<file path="config.mk">
export PLATFORM = sky130hd
export DESIGN_NAME = switch_bounce_gen_flat
export DESIGN_NICKNAME = d
export VERILOG_FILES = /design/src/rtl/switch_bounce_gen_if.sv /design/src/rtl/switch_bounce_gen.sv /design/src/flat_wrapper.sv
export SDC_FILE = /design/constraint.sdc
export NUM_CORES = 1
export LEC_CHECK = 0
export BUFFER_PORTS_ARGS = -buffer_cell sky130_fd_sc_hd__buf_2
export CAP_MARGIN = 20
export CORE_MARGIN = 1.5
export CORE_UTILIZATION = 60
export DETAILED_ROUTE_END_ITERATION = 6
export GPL_TIMING_DRIVEN = 0
export PLACE_DENSITY_LB_ADDON = 0.05
export SETUP_SLACK_MARGIN = 0.3
export SYNTH_ARGS = -nofsm -noshare
export SYNTH_HDL_FRONTEND = slang
export SYNTH_SLANG_ARGS = --single-unit
</file>
<file path="constraint.sdc">
create_clock -name clk -period 4.3 [get_ports clk]
set_input_delay 0.43 -clock clk [delete_from_list [all_inputs] [get_ports clk]]
set_output_delay 0.43 -clock clk [all_outputs]
set_load 0.01 [all_outputs]
</file>
<file path="src/rtl/switch_bounce_gen_if.sv">
// Command/line bundle between a switch requester and the bounce generator.
interface switch_bounce_gen_if;
  localparam int unsigned EDGE_W = 8;

  logic              cmd_valid;
  logic              cmd_level;
  logic              cmd_ready;
  logic              bounce_out;
  logic              busy;
  logic [EDGE_W-1:0] edge_cnt;

  modport master (
    output cmd_valid, cmd_level,
    input  cmd_ready, bounce_out, busy, edge_cnt
  );

  modport slave (
    input  cmd_valid, cmd_level,
    output cmd_ready, bounce_out, busy, edge_cnt
  );
endinterface

</file>
<file path="src/rtl/switch_bounce_gen.sv">
// Mechanical switch emulator: clean first edge, LFSR-driven bounce window,
// then a stable settle hold before the next command is taken.
module switch_bounce_gen #(
  parameter int unsigned BOUNCE_CYCLES = 1_000_000,
  parameter int unsigned SETTLE_CYCLES = 2_500_000,
  parameter int unsigned GLITCH_DIV    = 5_000,
  parameter logic [15:0] LFSR_SEED     = 16'hACE1
) (
  input  logic                clk,
  input  logic                reset,
  switch_bounce_gen_if.slave  bus
);

  localparam int unsigned BW = (BOUNCE_CYCLES > 1) ? $clog2(BOUNCE_CYCLES) : 1;
  localparam int unsigned SW = (SETTLE_CYCLES > 1) ? $clog2(SETTLE_CYCLES) : 1;
  localparam int unsigned PW = (GLITCH_DIV    > 1) ? $clog2(GLITCH_DIV)    : 1;
  localparam int unsigned EW = 8;

  localparam logic [15:0]   SEED      = (LFSR_SEED == 16'h0000) ? 16'h0001 : LFSR_SEED;
  localparam logic [15:0]   TAPS      = 16'hB400;
  localparam logic [BW-1:0] BCNT_INIT = BW'(BOUNCE_CYCLES - 1);
  localparam logic [SW-1:0] SCNT_INIT = SW'(SETTLE_CYCLES - 1);
  localparam logic [PW-1:0] PCNT_INIT = PW'(GLITCH_DIV - 1);
  localparam logic [EW-1:0] EDGE_MAX  = '1;

  typedef enum logic [1:0] {
    IDLE   = 2'd0,
    BOUNCE = 2'd1,
    SETTLE = 2'd2
  } state_t;

  state_t        state, state_nxt;
  logic [15:0]   lfsr;
  logic [BW-1:0] bcnt;
  logic [SW-1:0] scnt;
  logic [PW-1:0] pcnt;
  logic          target;
  logic          out_q;
  logic [EW-1:0] edge_q;

  logic          start_c;
  logic [EW-1:0] edge_inc_c;
  logic [15:0]   lfsr_nxt_c;
  logic          cmd_ready_c;
  logic          busy_c;

  // A real change is an accepted command whose level differs from the line.
  assign start_c    = (state == IDLE) && bus.cmd_valid && (bus.cmd_level != out_q);
  assign edge_inc_c = (edge_q == EDGE_MAX) ? edge_q : edge_q + EW'(1);
  assign lfsr_nxt_c = {1'b0, lfsr[15:1]} ^ (lfsr[0] ? TAPS : 16'h0000);

  // Free-running Galois LFSR, independent of the FSM.
  always_ff @(posedge clk or posedge reset) begin
    if (reset) lfsr <= SEED;
    else       lfsr <= lfsr_nxt_c;
  end

  always_ff @(posedge clk or posedge reset) begin
    if (reset) state <= IDLE;
    else       state <= state_nxt;
  end

  always_comb begin
    state_nxt = state;
    case (state)
      IDLE:    if (start_c)      state_nxt = BOUNCE;
      BOUNCE:  if (bcnt == '0)   state_nxt = SETTLE;
      SETTLE:  if (scnt == '0)   state_nxt = IDLE;
      default:                   state_nxt = IDLE;
    endcase
  end

  always_comb begin
    cmd_ready_c = 1'b0;
    busy_c      = 1'b0;
    case (state)
      IDLE:           cmd_ready_c = 1'b1;
      BOUNCE, SETTLE: busy_c      = 1'b1;
      default:        cmd_ready_c = 1'b0;
    endcase
  end

  // Line, target, counters and edge count.
  always_ff @(posedge clk or posedge reset) begin
    if (reset) begin
      out_q  <= 1'b0;
      target <= 1'b0;
      edge_q <= '0;
      bcnt   <= '0;
      scnt   <= '0;
      pcnt   <= '0;
    end else begin
      case (state)
        IDLE: begin
          if (start_c) begin
            target <= bus.cmd_level;
            out_q  <= bus.cmd_level;
            bcnt   <= BCNT_INIT;
            pcnt   <= PCNT_INIT;
            edge_q <= EW'(1);
          end
        end
        BOUNCE: begin
          if (bcnt == '0) begin
            out_q <= target;
            if (out_q != target) edge_q <= edge_inc_c;
            scnt  <= SCNT_INIT;
          end else begin
            bcnt <= bcnt - BW'(1);
            if (pcnt == '0) begin
              out_q <= lfsr[0];
              pcnt  <= PCNT_INIT;
              if (out_q != lfsr[0]) edge_q <= edge_inc_c;
            end else begin
              pcnt <= pcnt - PW'(1);
            end
          end
        end
        SETTLE: begin
          if (scnt != '0) scnt <= scnt - SW'(1);
        end
        default: ;
      endcase
    end
  end

  assign bus.cmd_ready  = cmd_ready_c;
  assign bus.busy       = busy_c;
  assign bus.bounce_out = out_q;
  assign bus.edge_cnt   = edge_q;

endmodule

</file>
<file path="src/flat_wrapper.sv">
// flat-port wrapper written by rule: the top's interface ports become plain ports
module switch_bounce_gen_flat 
#(
  parameter int unsigned BOUNCE_CYCLES = 1_000_000,
  parameter int unsigned SETTLE_CYCLES = 2_500_000,
  parameter int unsigned GLITCH_DIV    = 5_000,
  parameter logic [15:0] LFSR_SEED     = 16'hACE1
)
  (clk, reset, bus_cmd_valid, bus_cmd_level, bus_cmd_ready, bus_bounce_out, bus_busy, bus_edge_cnt);
  switch_bounce_gen_if bus_i ();
  input  logic clk;
  input  logic reset;
  input wire logic [$bits(bus_i.cmd_valid)-1:0] bus_cmd_valid;
  input wire logic [$bits(bus_i.cmd_level)-1:0] bus_cmd_level;
  output wire logic [$bits(bus_i.cmd_ready)-1:0] bus_cmd_ready;
  output wire logic [$bits(bus_i.bounce_out)-1:0] bus_bounce_out;
  output wire logic [$bits(bus_i.busy)-1:0] bus_busy;
  output wire logic [$bits(bus_i.edge_cnt)-1:0] bus_edge_cnt;
  assign bus_i.cmd_valid = bus_cmd_valid;
  assign bus_i.cmd_level = bus_cmd_level;
  assign bus_cmd_ready = bus_i.cmd_ready;
  assign bus_bounce_out = bus_i.bounce_out;
  assign bus_busy = bus_i.busy;
  assign bus_edge_cnt = bus_i.edge_cnt;
  switch_bounce_gen #(.BOUNCE_CYCLES(BOUNCE_CYCLES), .SETTLE_CYCLES(SETTLE_CYCLES), .GLITCH_DIV(GLITCH_DIV), .LFSR_SEED(LFSR_SEED)) u_core (.clk(clk), .reset(reset), .bus(bus_i));
endmodule
</file>
==> summary.txt <==
Run status
  – Outcome: finished, final reports clean

Yosys
  – Syn Inst Count: 439
  – Yosys cell types: 59
  – Post-Syn Area: 0.004273 mm²
  – Post-synthesis async set-or-reset flop share: 100.0%
  – Yosys top cell by area: dfrtp_1
  – Post-synth EDFFs: 0
  – Ys Warns: 0
  – Synth Register Bits: 83
  – Syn Nets: 453
  – Top cells by area, synth: dfrtp_1 (44%), dfstp_2 (4.9%), xor2_1 (4.7%), nor2_1 (3.9%), o21ai_0 (3.4%)
  – Syn avg cell area: 9.733 µm²
  – Main synth FF type: dfrtp_1
  – Yosys top cell area share: approximately 44%
  – Sequential element share of the synthesized area: 48.84%

Clock tree
  – # resized after CTS: 0
  – Root buf cell: clkbuf_8
  – Max Buffers Root-to-Sink: 2
  – Clk Latency, worst-skew pair: 0.36 ns
  – Sink Count: 83
  – Hold_buf cts: 0
  – H-tree levels: 3
  – # Post-CTS Setup Buffers: 0
  – Clock Pin Slew Worst Setup and Hold Paths: 0.09 ns
  – Number of buffers created by CTS: 9
  – CTS tree: yes

Timing
  – Final Hold Fails: 0
  – Final min period: about 2.9 ns
  – Max Freq: 349.0 MHz
  – Actual slew at the worst max-slew pin: roughly 0.90 ns
  – RSZ-0062 raised after global routing: no
  – # setup viols final: 0
  – Sum Neg Setup Slack: 0 ns
  – Setup ws final: 1.435 ns
  – Slew Limit Fails: 0
  – Period Utilization, post-route: 66.64%
  – Slew headroom: 39.81%
  – Worst Skew: 0.009521 ns
  – Final hold slack: 0.04903 ns

Setup path
  – Reg-to-Reg End: u_core.scnt[5]
  – Reg2Reg Depth: 9
  – Max Fanout on Critical Path: 10
  – Slowest stage delay, CP: 0.49 ns
  – CP Data Arrival Time: 3.14 ns
  – Worst setup EP type: flip-flop
  – Req. time, crit path: 4.58 ns
  – CP startpoint kind: flip-flop
  – RR Startpoint: u_core.bcnt[0]
  – CP Cell Sequence: inv_1 > ha_1 > nor3b_1 > nand4b_1 > o21ai_1 > buf_2 > nand4_1 > or3_1 > a21oi_1
  – CP Class: reg2reg
  – R2r setup slk: 1.43 ns
  – Critical-path top delay cell: o21ai_1

Drt
  – Antenna viol nets, final: 0
  – Vias: 3463
  – Routed WL: 8879 µm
  – Routed len/inst: 15.69 µm
  – Pre-Repair DR Iteration Count: 4
  – Residual DRC: 0
  – Number of DRC markers in iteration 0: 165
  – DR vias/cell: 6.118

Die
  – Die Area: 0.007637 mm²
  – Core area: 0.006832 mm²
  – Chip width: 87.39 µm
  – Initial Util: 62.55%
  – Boundary pin count: 15
  – FP Rows: 30
  – Die Height: 87.39 µm

Placement
  – Port bufs: 14
  – Routability cong.: about 0.89
  – Place WS: 1.530 ns
  – Post-DP HPWL: between 6000 and 7000 µm

Global route
  – Global route total overflow: 0
  – First-pass GRT wire length: 15210 µm
  – GRT Util Overall: 25.37%
  – Vias in the first global route: 3264
  – Pin count of the biggest net entering global routing: 57
  – Initial antenna violation count: 0

Cells and area
  – Antenna diode count: 0
  – Share of layout cells above drive strength 1: roughly an eighth
  – Area Overhead vs Synth: 9.488%
  – Final #Nets: 479

Power
  – Pwr dens: 525.8 mW/mm²
  – Static leakage: 1.882 nW
  – Max IR drop VDD: 297.0 µV

Flow run
  – Max_cap viols: 0

Worst hold path
  – Min-delay worst type: in2async
-- cell usage in the layout (no fill, tap or decap), types with 3 or more instances in the layout --
cell      instances
nor4_1            4
a31oi_1           6
nand2b_1          6
nand4b_1          3
a21boi_0          3
ha_1             10
nor2_1           44
a22o_1            6
a21oi_1          24
clkbuf_8         10
or3_1            16
xor2_1           23
nor2b_1           5
mux2i_1           3
o211ai_1          3
a22oi_1           3
dfstp_2           8
inv_1            13
nand4_1          16
clkbuf_1         11
o31ai_1           3
or4_1             8
o21ai_0          29
and3_1            8
nor3_1           13
nand2_1          31
dfrtp_1          75
buf_2            16
nand3_1          18
a21o_1            4
-- per-layer routing --
metal | track usage (%) | wire [µm] | vias to the layer above
li1 | - | - | 1660
met1 | 34.88 | 4211 | 1720
met2 | 40.63 | 4238 | 68
met3 | 3.697 | 281 | 15
met5 | 0 | 0 | -
met4 | 9.957 | 148 | 0
-- power breakdown --
group	total, mW	internal [mW]	switching [mW]	leakage, nW
Clock	0.534	0.233	0.301	0.0989
Sequential	1.06	0.908	0.154	0.957
Combinational	0.863	0.304	0.560	0.825
-- through the flow --
step | power (mW) | cells | area [µm²] | util (%)
detailed placement | 1.933 | 550 | 4493 | 65.77
global route | 2.637 | 566 | 4678 | 68.48
floorplan | 1.677 | 439 | 4273 | -
global placement | 1.903 | 549 | 4463 | 65.33
CTS | 2.472 | 566 | 4678 | 68.48
finish | 2.460 | 566 | 4678 | 68.48
-- worst max-delay path, delay by kind of cell, from the launching register on --
family	cells	cell delay [ns]
adders and majority gates	1	0.15
DFF	1	0.44
buffers and inverters	2	0.44
and+or+nand+nor	4	1.12
AOI/OAI and AO/OA	2	0.63
-- flip-flops by register name (all words and copies together) (netlist names) --
name	flops
u_core.bcnt	20
u_core.bus.bounce_out	1
u_core.bus.edge_cnt	8
u_core.lfsr	16
u_core.pcnt	13
u_core.scnt	22
u_core.state	2
u_core.target	1
-- cell families after synthesis --
| family | count (synthesis) | share of synthesized area (%) |
|---|---|---|
| AND/OR/NAND/NOR | 190 | 24.04 |
| AO/OA/AOI/OAI | 99 | 15.40 |
| flip-flops | 83 | 48.84 |
| buffers and inverters | 27 | 2.430 |
| XOR/XNOR | 25 | 5.124 |
| adder cells (fa/ha/maj) | 10 | 2.928 |
| multiplexers | 5 | 1.230 |
-- layout make-up --
class / count / area [µm²]
Timing Repair Buffer: 15 / 97.59
Multi-Input combinational cell: 329 / 2082
Tap cell: 96 / 120.1
Inverter: 14 / 55.05
Clock buffer: 10 / 137.6
Sequential cell: 83 / 2087
Clock inverter: 6 / 47.55
Fill cell: 565 / 2153
Buffer: 13 / 51.30
-- how the worst max path moves through the flow --
stage	end	cells past startpoint	from
detailed placement	u_core.scnt[5]	9	u_core.bcnt[0]
finish	u_core.scnt[5]	9	u_core.bcnt[0]
CTS	u_core.scnt[5]	9	u_core.bcnt[0]
global placement	u_core.pcnt[2]	2	reset
global route	u_core.scnt[5]	9	u_core.bcnt[1]
floorplan	u_core.bcnt[0]	1	reset
-- cells in the mapped netlist (all sizes together) (4+ instances only) --
cell / count
inv: 14
ha: 10
or4: 9
nand4: 16
nand2: 31
dfrtp: 75
nor3: 15
a21o: 4
clkbuf: 11
a21oi: 24
a22o: 6
nor4: 6
a31oi: 7
nor2: 44
and3: 8
dfstp: 8
nand3: 18
xor2: 23
o21ai: 31
or3: 16
nor2b: 5
nand2b: 6
Power figures use the tool's default switching activity.
